`config.mk`:
```
export PLATFORM = sky130hd
export DESIGN_NAME = serial_subtractor
export DESIGN_NICKNAME = d
export VERILOG_FILES = /design/src/rtl/serial_subtractor.sv
export SDC_FILE = /design/constraint.sdc
export NUM_CORES = 1
export LEC_CHECK = 0
export CORE_MARGIN = 1
export CORE_UTILIZATION = 53
export DETAILED_ROUTE_END_ITERATION = 12
export MAX_ROUTING_LAYER = met4
export PLACE_DENSITY = 0.81
export RECOVER_POWER = 25
export SLEW_MARGIN = 20
export SYNTH_ARGS = -nofsm -noshare
export SYNTH_HDL_FRONTEND = slang
export SYNTH_SLANG_ARGS = --single-unit
```
`constraint.sdc`:
```
create_clock -name clk -period 4.1 [get_ports clk]
set_input_delay 0.615 -clock clk [delete_from_list [all_inputs] [get_ports clk]]
set_output_delay 0.615 -clock clk [all_outputs]
set_load 0.005 [all_outputs]
```
`src/rtl/serial_subtractor.sv`:
```
// Bit-serial two's-complement subtractor: diff = a - b - bin, LSB first, one bit per clock.
// Operands arrive on a valid/ready handshake; the result is held until the consumer accepts it.
module serial_subtractor #(
  parameter int unsigned WIDTH = 8
) (
  input  logic             clk,
  input  logic             rst,
  input  logic             start_valid,
  output logic             start_ready,
  input  logic [WIDTH-1:0] a,
  input  logic [WIDTH-1:0] b,
  input  logic             bin,
  output logic [WIDTH-1:0] diff,
  output logic             bout,
  output logic             ovf,
  output logic             done_valid,
  input  logic             done_ready,
  output logic             busy
);

  localparam int unsigned CW = $clog2(WIDTH + 1);

  typedef enum logic [1:0] {
    IDLE  = 2'd0,
    SHIFT = 2'd1,
    DONE  = 2'd2
  } state_t;

  state_t           state, state_next;
  logic [WIDTH-1:0] a_sh, a_sh_next;
  logic [WIDTH-1:0] b_sh, b_sh_next;
  logic [WIDTH-1:0] diff_next;
  logic [CW-1:0]    cnt, cnt_next;
  logic             borrow, borrow_next;
  logic             a_msb, a_msb_next;
  logic             b_msb, b_msb_next;
  logic             bout_next, ovf_next, done_valid_next;
  logic             start_ready_next, busy_next;
  logic             d_bit, br_cell;
  logic [WIDTH:0]   diff_ins;

  // Full-subtractor cell on the current LSBs and the running borrow
  always_comb begin
    d_bit    = a_sh[0] ^ b_sh[0] ^ borrow;
    br_cell  = (~a_sh[0] & b_sh[0]) | (~a_sh[0] & borrow) | (b_sh[0] & borrow);
    diff_ins = {d_bit, diff};
  end

  // Next-state and next-output logic
  always_comb begin
    state_next      = state;
    a_sh_next       = a_sh;
    b_sh_next       = b_sh;
    diff_next       = diff;
    cnt_next        = cnt;
    borrow_next     = borrow;
    a_msb_next      = a_msb;
    b_msb_next      = b_msb;
    bout_next       = bout;
    ovf_next        = ovf;
    done_valid_next = done_valid;

    case (state)
      IDLE: begin
        if (start_valid && start_ready) begin
          state_next  = SHIFT;
          a_sh_next   = a;
          b_sh_next   = b;
          borrow_next = bin;
          cnt_next    = '0;
          a_msb_next  = a[WIDTH-1];
          b_msb_next  = b[WIDTH-1];
        end
      end
      SHIFT: begin
        a_sh_next   = a_sh >> 1;
        b_sh_next   = b_sh >> 1;
        borrow_next = br_cell;
        diff_next   = diff_ins[WIDTH:1];
        cnt_next    = cnt + CW'(1);
        // Last bit: the fresh d_bit becomes the result sign
        if (cnt == CW'(WIDTH - 1)) begin
          state_next      = DONE;
          bout_next       = br_cell;
          ovf_next        = (a_msb != b_msb) && (d_bit != a_msb);
          done_valid_next = 1'b1;
        end
      end
      DONE: begin
        if (done_valid && done_ready) begin
          state_next      = IDLE;
          done_valid_next = 1'b0;
        end
      end
      default: begin
        state_next      = IDLE;
        done_valid_next = 1'b0;
      end
    endcase

    start_ready_next = (state_next == IDLE);
    busy_next        = (state_next == SHIFT);
  end

  // State and output registers
  always_ff @(posedge clk) begin
    if (rst) begin
      state       <= IDLE;
      a_sh        <= '0;
      b_sh        <= '0;
      diff        <= '0;
      cnt         <= '0;
      borrow      <= 1'b0;
      a_msb       <= 1'b0;
      b_msb       <= 1'b0;
      bout        <= 1'b0;
      ovf         <= 1'b0;
      done_valid  <= 1'b0;
      start_ready <= 1'b1;
      busy        <= 1'b0;
    end else begin
      state       <= state_next;
      a_sh        <= a_sh_next;
      b_sh        <= b_sh_next;
      diff        <= diff_next;
      cnt         <= cnt_next;
      borrow      <= borrow_next;
      a_msb       <= a_msb_next;
      b_msb       <= b_msb_next;
      bout        <= bout_next;
      ovf         <= ovf_next;
      done_valid  <= done_valid_next;
      start_ready <= start_ready_next;
      busy        <= busy_next;
    end
  end

endmodule

```
==> metrics.txt, run 1 <==
status finished, violations left; failing checks max-capacitance violations, max-slew violations; fin util between 60% and 70%; core area between 3000 and 4000 um^2; HPWL Detailed around 2.3 mm; Sw Share about 29%; reg2reg start state[0]; cell row count 20; Crit Path Category reg -> reg; placer congestion estimate roughly 0.80; Hold WC Path Type reg -> reg; full die area roughly 3500 um^2; # DRC 0; CTS Buf Count 5; fin crit share 66.4%; Post-CTS Resized 0; Net Count, Synth between 200 and 250; Ports 34; register area share after synthesis between 40% and 50%; Worst Hold End diff[0]; CP endpoint kind flip-flop; Clk Latency, worst-skew pair approximately 340 ps; Crit path largest cell delay 1230 ps; Netlist Area Pre-Place around 1700 um^2; Power Dens Cells about 380 nW/um^2; Leak Pwr 0.713 nW; Tot Pwr 0.787 mW; Clock Sinks 38; worst path buffer plus inverter count 1; average via count per standard cell ~5.6; hold depth 2; first-iteration detailed-routing DRC count 94; Peak VDD IR around 280 uV; combinational share of power a little over a fifth; DRT Pass-1 Iters 5; reg-to-reg slack, setup 1380 ps; # port buffers 33; ys flop type dfxtp_1; Clock Tree Root clkbuf_4; final antenna diode count 0; vias post-DR ~1500; r2r endpoint cnt[2]; CP arrival approximately 3000 ps; Final setup violation count 0; Cells after Synth 191; final critical-path required period 2720 ps; ys async rst share 0%; Crit path required time 4360 ps; post-route setup TNS 0 ps; Achievable Freq approximately 0.37 GHz; Crit path max-delay family buffers and inverters; total wire length around 3.5 mm; Final Slew Violations 38; Starting Density ~56%; RSZ-0062 raised after global routing false; clock skew approximately 6.2 ps; worst slack, placed 1590 ps; post-place instance area roughly 2000 um^2; largest net degree at the start of global routing 38; CP Cell Sequence nor2b_2 > clkbuf_1 > nand3b_1 > a311oi_2; post-CTS setup buffers 0; Longest Clk Path Bufs 2; first-pass GRT wire length 5.73 mm; clock slew at reported path FFs approximately 110 ps; nets 241; area occupied by multi-input gates around 850 um^2; Reg power frac a little over half; Int Power about 0.56 mW; Yosys cell types 33; Seq cells post-synth 38; worst-path fanout max 37; Die Wd roughly 59 um; max_cap viols 1; Hold Crit Start diff[0]; FF-to-FF path depth 4; clock share of power 25.8%; Net Switching about 0.23 mW; Worst path slowest cell clkbuf_1; Sequential Area around 760 um^2; Die Y approximately 59 um; share of cells above drive strength 1 between 10% and 20%; Layout area overhead 21.2%; Synth Warn # 0; Global Route Usage Sum between 20% and 30%; H-tree levels 2; max_slew headroom -8.84%; filler instances roughly 270; drt wl/cell ~13 um; final worst slack around 1400 ps; Design Area, Final 2090 um^2; Critical Path Source Type flip-flop; vias in the first global route around 1300; Final Hold Viols 0; initial antenna violation count 0; TritonCTS clock tree done; Mean Syn Cell Area 9.04 um^2; Slew @ Worst Pin 1630 ps; Post-CTS Hold Fix Bufs 0; DRT antenna net count 0; Post-synth EDFFs 0; grt ovf 0
logic make-up (layout without fill, tap and decap cells):
| family | after synthesis | count (layout) | synth area share (%) |
|---|---|---|---|
| flops | 38 | 38 | 44.1 |
| buf+inv | 19 | 47 | 7.97 |
| simple gates | 89 | 89 | 26.0 |
| compound gates | 43 | 43 | 20.1 |
| fa+ha+maj | 2 | 2 | 1.88 |
power groups by stage:
stage | Clock [mW] | Combinational (mW) | Sequential (mW)
final | 0.203 | 0.166 | 0.418
after global routing | 0.220 | 0.182 | 0.422
after CTS | 0.206 | 0.164 | 0.418
after detailed placement | 0 | 0.164 | 0.426
after global placement | 0 | 0.158 | 0.425
after floorplan | 0 | 0.131 | 0.421
flip-flops by register name, summed over array words and instances (netlist names), 2 cells and up:
| name | cells |
|---|---|
| a_sh | 8 |
| diff | 8 |
| cnt | 4 |
| state | 2 |
| b_sh | 8 |
worst min-delay path, cell delays in order, from the launching register on:
cell and delay (ps):
dfxtp_1 330, nand2_1 50, a21oi_1 50
final cells by class:
type | instances | share of cell area (%)
clock inverter | 1 | 0.239
clock buffer | 7 | 2.63
tap | 44 | 2.63
multi-input combinational | 134 | 40.4
sequential | 38 | 36.4
inverter | 2 | 0.359
timing repair buffer | 37 | 17.3
per-layer routing:
metal | share of wire [%] | wire length [um] | vias up | GRT usage, %
met2 | 47 | 1650 | 33 | 36.4
met3 | 4.3 | 148 | 8 | 6.11
li1 | - | - | 731 | -
met5 | 0 | 0 | - | -
met1 | 47 | 1630 | 699 | 27.4
met4 | 1.5 | 51 | 0 | 10.2
worst max path at each step:
stage               to        start  slack (ps)  cells after the start
3_5_place_dp   b_sh[6]  start_valid        1590                      4
3_3_place_gp   a_sh[0]  start_valid        1660                      4
4_1_cts        b_sh[6]  start_valid        1960                      4
6_report        cnt[2]     state[0]        1380                      4
2_1_floorplan  b_sh[0]  start_valid        2650                      5
5_1_grt        b_sh[3]     state[0]        1160                      4
Yosys cell counts, types with 2 or more instances:
cell type | count | area (um^2)
dfxtp_1 | 38 | 761
nand2_1 | 52 | 195
a311oi_1 | 8 | 70.1
buf_4 | 4 | 30.0
nor3_2 | 6 | 60.1
nand3_1 | 7 | 35.0
nor3_1 | 8 | 40.0
inv_1 | 2 | 7.51
and3b_1 | 2 | 17.5
buf_2 | 3 | 15.0
a311oi_2 | 9 | 135
nand3b_1 | 3 | 22.5
nor2_1 | 3 | 11.3
buf_6 | 4 | 45.0
clkbuf_1 | 4 | 15.0
a21oi_1 | 21 | 105
per-stage QoR:
stage | cells | hold WS [ps]
after floorplan | 191 | 445
after global placement | 254 | 443
after detailed placement | 254 | 451
after CTS | 262 | 470
after global routing | 263 | 493
final | 263 | 473
cell usage in the layout, fill, tap and decap left out, types with 2 or more instances in the layout:
master,n
a21oi_1,21
a311oi_1,8
a311oi_2,9
and3b_1,2
buf_4,2
clkbuf_1,2
clkbuf_4,5
clkbuf_8,2
clkdlybuf4s50_1,31
dfxtp_1,38
dlygate4sd3_1,2
inv_1,2
nand2_1,52
nand3_1,7
nand3b_1,3
nor2_1,3
nor3_1,8
nor3_2,6
No activity file was read; power rests on OpenSTA's default activity.
==> run 2, diff against run 1 <==
- CORE_UTILIZATION: 53 -> 51
- PLACE_DENSITY: 0.81 -> 0.78
- clock period: 4.1 -> 2.56 ns (I/O delays scaled with it)
==> run 2 against run 1 <==
The run now ends clean. Flip-flop and latch count stayed put. Fmax is 37% higher. Sequential share of layout area is 0.39 points lower. Sequential power is 60% higher. Non-clock buffer count stayed put. First-iteration DRC count is 34% lower. Via count is 0.34% lower. Die area is 3.8% higher. Total power is 70% higher. Utilization is 0.37 points lower. Final cell count stayed put.
==> metrics.txt, run 2 (same netlist as run 1, synthesis figures left out) <==
largest registers a_sh x8, b_sh x8, diff x8; most frequent cells in the layout 52 x nand2_1, 38 x dfxtp_1, 27 x clkdlybuf4s50_1, 21 x a21oi_1, 9 x a311oi_2; Starting Density 55.2% (-0.90 points); Global Route Usage Sum 24.2% (+1.2 points); clock skew 8.36 ps (+2.19 ps); cell row count 20 (unchanged); FF-to-FF path depth 4 (unchanged); Clock Sinks 38 (unchanged); Post-CTS Hold Fix Bufs 0 (unchanged); Reg power frac 50.0% (-3.1 points); Int Power 0.966 mW (+73%); max_cap viols 0 (-1); Die Wd 60.2 um (+1.9%); Net Switching 0.374 mW (+63%); Sw Share 27.9% (-1.2 points); Leak Pwr 0.735 nW (+3.2%); placer congestion estimate 0.740 (-7.7%); Clk Latency, worst-skew pair 350 ps (about the same); max_slew headroom 40.9% (+50 points); Clock Tree Root clkbuf_4; H-tree levels 2 (unchanged); Crit path required time 2820 ps (-1540 ps); Die Y 60.2 um (+1.9%); reg-to-reg slack, setup 570 ps (-810 ps); RSZ-0062 raised after global routing false; final antenna diode count 0 (unchanged); DRT Pass-1 Iters 4 (-1); Hold WC Path Type reg -> reg; first-iteration detailed-routing DRC count 62 (-34%); CP endpoint kind flip-flop; full die area 3620 um^2 (+3.8%); post-route setup TNS 0 ps (unchanged); Achievable Freq 0.503 GHz (+37%); # DRC 0 (unchanged); Worst Hold End diff[1]; core area 3130 um^2 (+1.6%); filler instances 279 (+4.1%); reg2reg start state[0]; Post-CTS Resized 0 (unchanged); r2r endpoint a_sh[3]; clock share of power 30.3% (+4.5 points); largest net degree at the start of global routing 46 (+21%); Longest Clk Path Bufs 2 (unchanged); Sequential Area 761 um^2 (unchanged); TritonCTS clock tree done; Hold Crit Start diff[2]; commonest non-fill, non-tap cell in the layout nand2_1; nets 241 (unchanged); clock slew at reported path FFs 110 ps (about the same); Ports 34 (unchanged); CTS Buf Count 5 (unchanged); share of cells above drive strength 1 13.2% (unchanged); Final setup violation count 0 (unchanged); combinational share of power 19.7% (-1.4 points); first-pass GRT wire length 6.21 mm (+8.3%); Critical Path Source Type flip-flop; HPWL Detailed 2.53 mm (+9.7%); vias post-DR 1466 (-0.34%); area occupied by multi-input gates 846 um^2 (unchanged); Peak VDD IR 334 uV (+18%); final critical-path required period 1990 ps (-734 ps); worst-path fanout max 45 (+22%); fin crit share 77.6% (+11 points); drt wl/cell 14.3 um (+7.9%); Layout area overhead 22.5%; Power Dens Cells 634 nW/um^2 (+68%); fin util 67.6% (-0.37 points); Crit Path Category reg -> reg; Slew @ Worst Pin 886 ps (-747 ps); Final Hold Viols 0 (unchanged); total wire length 3.75 mm (+7.9%); average via count per standard cell 5.57 (-0.34%); grt ovf 0 (unchanged); initial antenna violation count 0 (unchanged); vias in the first global route 1446 (+9.1%); post-CTS setup buffers 0 (unchanged); DRT antenna net count 0 (unchanged); Final Slew Violations 0 (-100%); CP arrival 2240 ps (-740 ps); hold depth 2 (unchanged); # port buffers 33 (unchanged); status complete, no violations
[run 2: changes by cell type in the layout (fill, tap and decap cells not counted)]
cell / change
buf_12: +1
dlygate4sd3_1: +4
clkbuf_2: +1
clkinv_2: -1
clkbuf_8: -2
clkdlybuf4s50_1: -4
bufinv_16: +1
[run 2: how the worst max path moves through the flow]
| stage | slack, ps | startpoint | endpoint | cells past startpoint |
|---|---|---|---|---|
| floorplan | 1160 | b_sh[0] | ovf | 5 |
| global placement | 630 | start_valid | cnt[2] | 4 |
| detailed placement | 580 | start_valid | b_sh[3] | 4 |
| CTS | 630 | state[1] | a_sh[6] | 3 |
| global route | 380 | state[0] | a_sh[3] | 4 |
| finish | 570 | state[0] | a_sh[3] | 4 |
[run 2: power by group through the flow]
stage / Clock (mW) / Combinational, mW / Sequential (mW)
6_report: 0.406 / 0.264 / 0.670
5_1_grt: 0.439 / 0.291 / 0.675
4_1_cts: 0.415 / 0.267 / 0.670
2_1_floorplan: 0 / 0.210 / 0.675
3_5_place_dp: 0 / 0.265 / 0.683
3_3_place_gp: 0 / 0.254 / 0.681
[run 2: routing by layer]
metal | global-route usage [%] | wire (um) | vias to the layer above
met4 | 10.3 | 72 | 0
met5 | - | 0 | -
met1 | 27.2 | 1720 | 698
li1 | - | - | 730
met3 | 8.01 | 146 | 9
met2 | 38.8 | 1810 | 29
[run 2: stage by stage]
step	std cells	total power [mW]	area, um^2	hold slack [ps]	setup WS, ps
2_1_floorplan	191	0.885	1730	445	1160
3_3_place_gp	255	0.935	2040	443	634
3_5_place_dp	255	0.948	2040	462	582
4_1_cts	263	1.35	2120	481	626
5_1_grt	263	1.41	2110	493	375
6_report	263	1.34	2110	474	574
[run 2: worst max-delay path: stages (launching register included)]
cell      delay (ps)
dfxtp_1          540
nor2b_2          200
clkbuf_2         680
nand2_1          160
a311oi_1         310
[run 2: cell type report]
| cell class | count | share of cell area, % |
|---|---|---|
| Timing Repair Buffer | 37 | 17.5 |
| Clock buffer | 7 | 2.13 |
| Sequential cell | 38 | 36.0 |
| Inverter | 2 | 0.355 |
| Multi-Input combinational cell | 134 | 40.0 |
| Tap cell | 44 | 2.60 |
| Clock inverter | 1 | 1.42 |
